--- src/rtl/zeroriscy_d_dma.sv ---
// Single-channel word copy engine mastering the zero-riscy data-memory interface.
// One read then one write per word, never more than one transaction outstanding.
module zeroriscy_d_dma #(
  parameter int unsigned LEN_W   = 16,
  parameter int unsigned TIMEOUT = 255
) (
  input  logic             clk,
  input  logic             rst_n,
  input  logic             start,
  input  logic [31:0]      src_addr,
  input  logic [31:0]      dst_addr,
  input  logic [LEN_W-1:0] len,
  output logic             busy,
  output logic             done,
  output logic             err,
  output logic [LEN_W-1:0] count,
  output logic             d_req,
  output logic             d_we,
  output logic [3:0]       d_be,
  output logic [31:0]      d_addr,
  output logic [31:0]      d_wdata,
  input  logic [31:0]      d_rdata,
  input  logic             d_gnt,
  input  logic             d_rvalid,
  input  logic             d_err
);

  localparam int unsigned WdW = (TIMEOUT > 1) ? $clog2(TIMEOUT + 1) : 1;

  typedef enum logic [2:0] {
    StIdle,
    StRdReq,
    StRdWait,
    StWrReq,
    StWrWait,
    StFin
  } state_e;

  state_e           state_q, state_d;
  logic [31:0]      src_q, dst_q, data_q;
  logic [LEN_W-1:0] len_q, count_q, count_inc;
  logic             err_q;
  logic [WdW-1:0]   wd_q;
  logic             in_wait, wd_expired, last_word;

  // Address low bits are forced to zero, so they never reach the datapath.
  logic unused_addr_bits;
  assign unused_addr_bits = ^{src_addr[1:0], dst_addr[1:0]};

  assign in_wait    = (state_q == StRdWait) || (state_q == StWrWait);
  // Fires on the TIMEOUT-th consecutive response-less cycle of a wait state.
  assign wd_expired = (TIMEOUT != 0) && in_wait && !d_rvalid &&
                      (wd_q == WdW'(TIMEOUT - 1));
  assign count_inc  = count_q + LEN_W'(1);
  assign last_word  = (count_inc == len_q);

  always_ff @(posedge clk or negedge rst_n) begin
    if (!rst_n) begin
      state_q <= StIdle;
    end else begin
      state_q <= state_d;
    end
  end

  always_comb begin
    state_d = state_q;
    unique case (state_q)
      StIdle: begin
        if (start) state_d = (len == '0) ? StFin : StRdReq;
      end
      StRdReq: begin
        if (d_gnt) state_d = StRdWait;
      end
      StRdWait: begin
        if (d_rvalid)        state_d = d_err ? StFin : StWrReq;
        else if (wd_expired) state_d = StFin;
      end
      StWrReq: begin
        if (d_gnt) state_d = StWrWait;
      end
      StWrWait: begin
        if (d_rvalid)        state_d = (d_err || last_word) ? StFin : StRdReq;
        else if (wd_expired) state_d = StFin;
      end
      StFin:   state_d = StIdle;
      default: state_d = StIdle;
    endcase
  end

  always_comb begin
    d_req  = 1'b0;
    d_we   = 1'b0;
    d_addr = '0;
    busy   = 1'b0;
    done   = 1'b0;
    unique case (state_q)
      StRdReq: begin
        d_req  = 1'b1;
        d_addr = src_q;
        busy   = 1'b1;
      end
      StRdWait: busy = 1'b1;
      StWrReq: begin
        d_req  = 1'b1;
        d_we   = 1'b1;
        d_addr = dst_q;
        busy   = 1'b1;
      end
      StWrWait: busy = 1'b1;
      StFin:    done = 1'b1;
      default: ;
    endcase
  end

  always_ff @(posedge clk or negedge rst_n) begin
    if (!rst_n) begin
      src_q   <= '0;
      dst_q   <= '0;
      len_q   <= '0;
      data_q  <= '0;
      count_q <= '0;
      err_q   <= 1'b0;
      wd_q    <= '0;
    end else begin
      wd_q <= (in_wait && !d_rvalid) ? wd_q + WdW'(1) : '0;
      unique case (state_q)
        StIdle: begin
          if (start) begin
            err_q   <= 1'b0;
            count_q <= '0;
            if (len != '0) begin
              src_q <= {src_addr[31:2], 2'b00};
              dst_q <= {dst_addr[31:2], 2'b00};
              len_q <= len;
            end
          end
        end
        StRdWait: begin
          if (d_rvalid) begin
            if (d_err) err_q  <= 1'b1;
            else       data_q <= d_rdata;
          end else if (wd_expired) begin
            err_q <= 1'b1;
          end
        end
        StWrWait: begin
          if (d_rvalid) begin
            if (d_err) begin
              err_q <= 1'b1;
            end else begin
              count_q <= count_inc;
              src_q   <= src_q + 32'd4;
              dst_q   <= dst_q + 32'd4;
            end
          end else if (wd_expired) begin
            err_q <= 1'b1;
          end
        end
        default: ;
      endcase
    end
  end

  assign d_be    = 4'b1111;
  assign d_wdata = data_q;
  assign err     = err_q;
  assign count   = count_q;

endmodule

--- config.mk ---
export PLATFORM = sky130hd
export DESIGN_NAME = zeroriscy_d_dma
export DESIGN_NICKNAME = d
export VERILOG_FILES = /design/src/rtl/zeroriscy_d_dma.sv
export SDC_FILE = /design/constraint.sdc
export NUM_CORES = 1
export LEC_CHECK = 0
export BUFFER_PORTS_ARGS = -buffer_cell sky130_fd_sc_hd__buf_2
export CAP_MARGIN = 25
export CORE_MARGIN = 1
export CORE_UTILIZATION = 35
export CTS_BUF_LIST = sky130_fd_sc_hd__clkbuf_4 sky130_fd_sc_hd__clkbuf_8
export DETAILED_ROUTE_END_ITERATION = 8
export GPL_TIMING_DRIVEN = 0
export PLACE_DENSITY = 0.55
export SYNTH_ARGS = -nofsm -noshare
export SYNTH_HDL_FRONTEND = slang
export SYNTH_SLANG_ARGS = --single-unit
export TNS_END_PERCENT = 50
--- constraint.sdc ---
create_clock -name clk -period 2.15 [get_ports clk]
set_input_delay 0.645 -clock clk [delete_from_list [all_inputs] [get_ports clk]]
set_output_delay 0.645 -clock clk [all_outputs]
set_load 0.01 [all_outputs]
==> report_table.html <==
<table>
<tr><th>Metric</th><th>Value</th></tr>
<tr><th colspan="2">Clocking</th></tr>
<tr><td>Hold_buf cts</td><td>0</td></tr>
<tr><td>CTS tree</td><td>done</td></tr>
<tr><td>Buffer depth of the longest clock path</td><td>2</td></tr>
<tr><td>Clock network latency to the later pin of the worst-skew pair</td><td>460 ps</td></tr>
<tr><td>TritonCTS Sinks</td><td>136</td></tr>
<tr><td>Number of clock buffers inserted by TritonCTS</td><td>17</td></tr>
<tr><td>Clock tree root driver cell</td><td>clkbuf_8</td></tr>
<tr><td>Number of levels the H-tree was split into</td><td>4</td></tr>
<tr><td>Clock slew seen by the registers of the worst setup and hold paths</td><td>90 ps</td></tr>
<tr><th colspan="2">Timing</th></tr>
<tr><td>Final Slew Violations</td><td>0</td></tr>
<tr><td>Min Tclk post-route</td><td>2330 ps</td></tr>
<tr><td>Final Hold Viols</td><td>0</td></tr>
<tr><td>Final number of setup-violating endpoints</td><td>34</td></tr>
<tr><td>Clock Skews</td><td>14.3 ps</td></tr>
<tr><td>Worst hold slack</td><td>129 ps</td></tr>
<tr><td>Top achievable clock speed</td><td>429 MHz</td></tr>
<tr><td>Portion of the clock cycle consumed by the worst path in the final layout</td><td>108%</td></tr>
<tr><td>Sum of negative setup slack</td><td>-3950 ps</td></tr>
<tr><td>Worst relative slew slack</td><td>54.1%</td></tr>
<tr><td>Setup repair after global routing missed its margin</td><td>yes</td></tr>
<tr><td>Transition time at the pin with the least slew margin</td><td>689 ps</td></tr>
<tr><td>Worst Setup Slack, final</td><td>-181 ps</td></tr>
<tr><th colspan="2">GRT</th></tr>
<tr><td>Initial antenna violation count</td><td>1</td></tr>
<tr><td>Aggregate global-route resource usage</td><td>24.5%</td></tr>
<tr><td>First-pass GRT wire length</td><td>43200 um</td></tr>
<tr><td>Vias in the first global route</td><td>7519</td></tr>
<tr><td>Maximum number of pins on one net before global-route repair</td><td>82</td></tr>
<tr><td>Grt total ovfl</td><td>0</td></tr>
<tr><th colspan="2">Route</th></tr>
<tr><td>Routed wire length</td><td>29100 um</td></tr>
<tr><td>Number of violations reported at the end of detailed-routing iteration 0</td><td>750</td></tr>
<tr><td>Avg WL per Cell</td><td>20.5 um</td></tr>
<tr><td>DRC violations left</td><td>88</td></tr>
<tr><td>Detailed-route vias per instance</td><td>5.68</td></tr>
<tr><td>Number of routed nets with antenna violations</td><td>0</td></tr>
<tr><td>First-pass detailed-route iteration total</td><td>7</td></tr>
<tr><td>Via Count</td><td>8058</td></tr>
<tr><th colspan="2">Yosys</th></tr>
<tr><td>Most numerous cell in the Yosys netlist</td><td>dfrtp_1</td></tr>
<tr><td>Cell Area, Synth</td><td>7880 sq um</td></tr>
<tr><td>Mean post-synth cell area</td><td>8.92 sq um</td></tr>
<tr><td>Post-synthesis sequential area ratio</td><td>43.2%</td></tr>
<tr><td>Flops &amp; latches, synth</td><td>136</td></tr>
<tr><td>Share of synthesized registers carrying an async set or reset</td><td>100%</td></tr>
<tr><td>Top cells by instance count after synthesis</td><td>136 x dfrtp_1, 105 x nor2_1, 90 x a21oi_1, 70 x o21ai_0, 65 x nand2_1</td></tr>
<tr><td>Dominant cells by area after synthesis</td><td>dfrtp_1 43%, mux2_2 6.9%, a21oi_1 5.7%, nor2_1 5.0%, o21ai_0 4.4%</td></tr>
<tr><td>Number of cells produced by synthesis</td><td>883</td></tr>
<tr><td>Total number of yosys warnings</td><td>0</td></tr>
<tr><td>Netlist cell types</td><td>56</td></tr>
<tr><td>Commonest register cell after synthesis</td><td>dfrtp_1</td></tr>
<tr><td>Top cell type by total area after synthesis</td><td>dfrtp_1</td></tr>
<tr><td>Number of synthesized flops with an enable pin</td><td>0</td></tr>
<tr><td>Top cell type's share of synthesized area</td><td>43.2%</td></tr>
<tr><th colspan="2">Layout</th></tr>
<tr><td>Fraction of final layout cells sized beyond drive strength 1</td><td>37.7%</td></tr>
<tr><td>Total Nets Final</td><td>1247</td></tr>
<tr><td>Area overhead of the layout relative to synthesis</td><td>33.8%</td></tr>
<tr><td>Post-route design area</td><td>10500 sq um</td></tr>
<tr><th colspan="2">Place</th></tr>
<tr><td>Total placed instance area</td><td>9280 sq um</td></tr>
<tr><td>HPWL after detailed placement</td><td>20100 um</td></tr>
<tr><td>RePlAce Congestion</td><td>0.886</td></tr>
<tr><td>Buffers on Ports</td><td>196</td></tr>
<tr><th colspan="2">Critical path</th></tr>
<tr><td>Cell family with the largest share of critical-path delay</td><td>flip-flops</td></tr>
<tr><td>Biggest cell delay along the critical path</td><td>460 ps</td></tr>
<tr><td>Slowest CP cell</td><td>dfrtp_2</td></tr>
<tr><td>Start point of the critical path</td><td>state_q[1]$_DFFE_PN0P_</td></tr>
<tr><td>Critical Path, Cell by Cell</td><td>buf_12 -&gt; buf_12 -&gt; mux2i_4 -&gt; nor2_1 -&gt; buf_2</td></tr>
<tr><td>Logic depth of the worst path, buffers included</td><td>5</td></tr>
<tr><td>Total buffers and inverters traversed by the critical path</td><td>3</td></tr>
<tr><td>Cell with the most instances on the worst path</td><td>buf_12</td></tr>
<tr><td>Critical R2R Launch</td><td>state_q[1]$_DFFE_PN0P_</td></tr>
<tr><td>Capture point of the critical path</td><td>d_addr[14]</td></tr>
<tr><td>Terminus of the critical flop-to-flop path</td><td>state_q[2]$_DFFE_PN0P_</td></tr>
<tr><td>Largest fanout of any net on the critical path</td><td>5</td></tr>
<tr><td>Number of cells on the worst reg-to-reg path</td><td>8</td></tr>
<tr><td>Required arrival time at the worst endpoint</td><td>1500 ps</td></tr>
<tr><td>Crit end category</td><td>output pin</td></tr>
<tr><td>Setup CP Type</td><td>reg -&gt; out</td></tr>
<tr><td>Register-to-Register Setup Slack</td><td>-160 ps</td></tr>
<tr><td>CP arrival</td><td>1690 ps</td></tr>
<tr><td>CP Launch Type</td><td>flip-flop</td></tr>
<tr><th colspan="2">Outcome</th></tr>
<tr><td>Failing checks</td><td>design-rule violations, negative setup slack</td></tr>
<tr><td>Result of the run</td><td>finished with violations</td></tr>
<tr><th colspan="2">Floorplan</th></tr>
<tr><td>Initial standard-cell utilization of the core</td><td>35.9%</td></tr>
<tr><td>Die boundary height</td><td>152 um</td></tr>
<tr><td># IOs</td><td>207</td></tr>
<tr><td>Horiz. Die Dim</td><td>152 um</td></tr>
<tr><td>Die area</td><td>23100 sq um</td></tr>
<tr><td>Standard cell core area</td><td>22000 sq um</td></tr>
<tr><td>Total number of placement rows</td><td>54</td></tr>
<tr><th colspan="2">Power</th></tr>
<tr><td>Worst-case vdd ir drop</td><td>0.535 mV</td></tr>
<tr><td>Leakage component of the power</td><td>4.70 nW</td></tr>
<tr><td>Power density cells</td><td>1340 nW/um^2</td></tr>
<tr><th colspan="2">Job</th></tr>
<tr><td>Number of maximum-capacitance violations</td><td>0</td></tr>
<tr><th colspan="2">Worst hold path</th></tr>
<tr><td>Worst min-delay path class</td><td>in -&gt; async</td></tr>
</table>
==> power breakdown <==
part	switching, mW	internal [mW]	total [mW]
registers	1.16	3.62	4.78
logic	3.88	3.32	7.20
clock network	1.13	0.999	2.13
==> state kept, by name (all words and copies together), names as in the netlist <==
register,count
count,16
len_q,16
state_q,3
err,1
dst_q,30
d_wdata,32
wd_q,8
src_q,30
==> what timing repair did <==
action | 4_1_cts | 5_1_grt
buffers inserted | 13 | 9
endpoints found under the setup margin | 126 | 138
gates cloned | 1 | 6
resized for setup | 127 | 81
pin swaps | 2 | 8
==> placed cells by master, fill, tap and decap left out, types with 6 or more instances in the layout <==
cell,netlist,layout
buf_2,3,198
dfrtp_1,136,122
nor2_1,105,92
a21oi_1,90,90
o21ai_0,70,69
nand2_1,65,64
mux2_2,48,48
nand3_1,40,36
buf_4,6,31
o22ai_1,24,24
mux2i_1,32,22
clkbuf_8,0,20
and3_1,15,15
a2bb2oi_1,15,15
clkbuf_4,0,14
dfrtp_2,0,14
inv_1,14,13
xor2_1,13,13
xnor2_1,14,13
nand4_1,13,13
nor3_1,14,11
clkbuf_2,0,10
and4_1,9,9
buf_6,0,9
nor2_2,0,8
a31oi_1,8,8
o31ai_1,8,8
clkinvlp_4,0,7
nor2_4,0,6
mux2i_4,0,6
and2_1,8,6
conb_1,2,6
==> cell families (layout without fill, tap and decap cells) <==
| kind of cell | Yosys count | in the layout | share of synthesized area (%) |
|---|---|---|---|
| AOI/OAI and AO/OA | 254 | 255 | 19.4 |
| xor gates and xnor gates | 28 | 28 | 3.30 |
| adders and majority gates | 5 | 5 | 0.794 |
| buffers and inverters | 78 | 326 | 4.05 |
| DFF | 136 | 136 | 43.2 |
| muxes | 80 | 80 | 10.9 |
| other | 2 | 7 | 0.0953 |
| and+or+nand+nor | 300 | 301 | 18.3 |
==> worst reg2reg max path, stage by stage, from the launching register on <==
cell,delay [ps]
dfrtp_2,440
buf_4,150
buf_4,120
or3_4,160
nor2_1,60
a221oi_1,380
nand4_1,170
or4_1,450
o41ai_2,290
==> per-layer routing <==
layer / GRT usage (%) / share of wire, %
met1: 32.2 / 42
met3: 5.19 / 8.7
met5: 0 / 0.045
met2: 39.0 / 46
met4: 10.6 / 3.4
==> through the flow <==
step | instances | util, % | setup slack [ps] | power (mW)
after floorplan | 887 | - | -14.2 | 8.29
after global placement | 1363 | 42.1 | -1950 | 10.6
after detailed placement | 1364 | 42.3 | -984 | 10.6
after CTS | 1403 | 46.3 | -160 | 13.5
after global routing | 1417 | 48.0 | -317 | 15.0
final | 1418 | 48.0 | -181 | 14.1
==> worst min path at each step <==
stage                                  startpoint                       to  slack (ps)  depth (start not counted)
after global routing                        rst_n    count[14]$_DFFE_PN0P_         170                          1
after detailed placement  d_wdata[23]$_DFFE_PN0P_  d_wdata[23]$_DFFE_PN0P_         490                          1
after global placement     d_wdata[3]$_DFFE_PN0P_   d_wdata[3]$_DFFE_PN0P_         480                          1
after CTS                                   rst_n    len_q[11]$_DFFE_PN0P_         140                          1
after floorplan                             rst_n     count[0]$_DFFE_PN0P_         350                          0
final                                       rst_n    len_q[11]$_DFFE_PN0P_         130                          1
==> cell type report <==
type                            count  area, sq um
Fill cell                        2171        11400
Timing Repair Buffer              224         1320
Buffer                             56          465
Multi-Input combinational cell    675         4540
Tap cell                          280          350
Antenna cell                        1         2.50
Clock buffer                       20          269
Inverter                           14         52.6
Sequential cell                   136         3420
Clock inverter                     12          118
(Power assumes the default switching activity.)
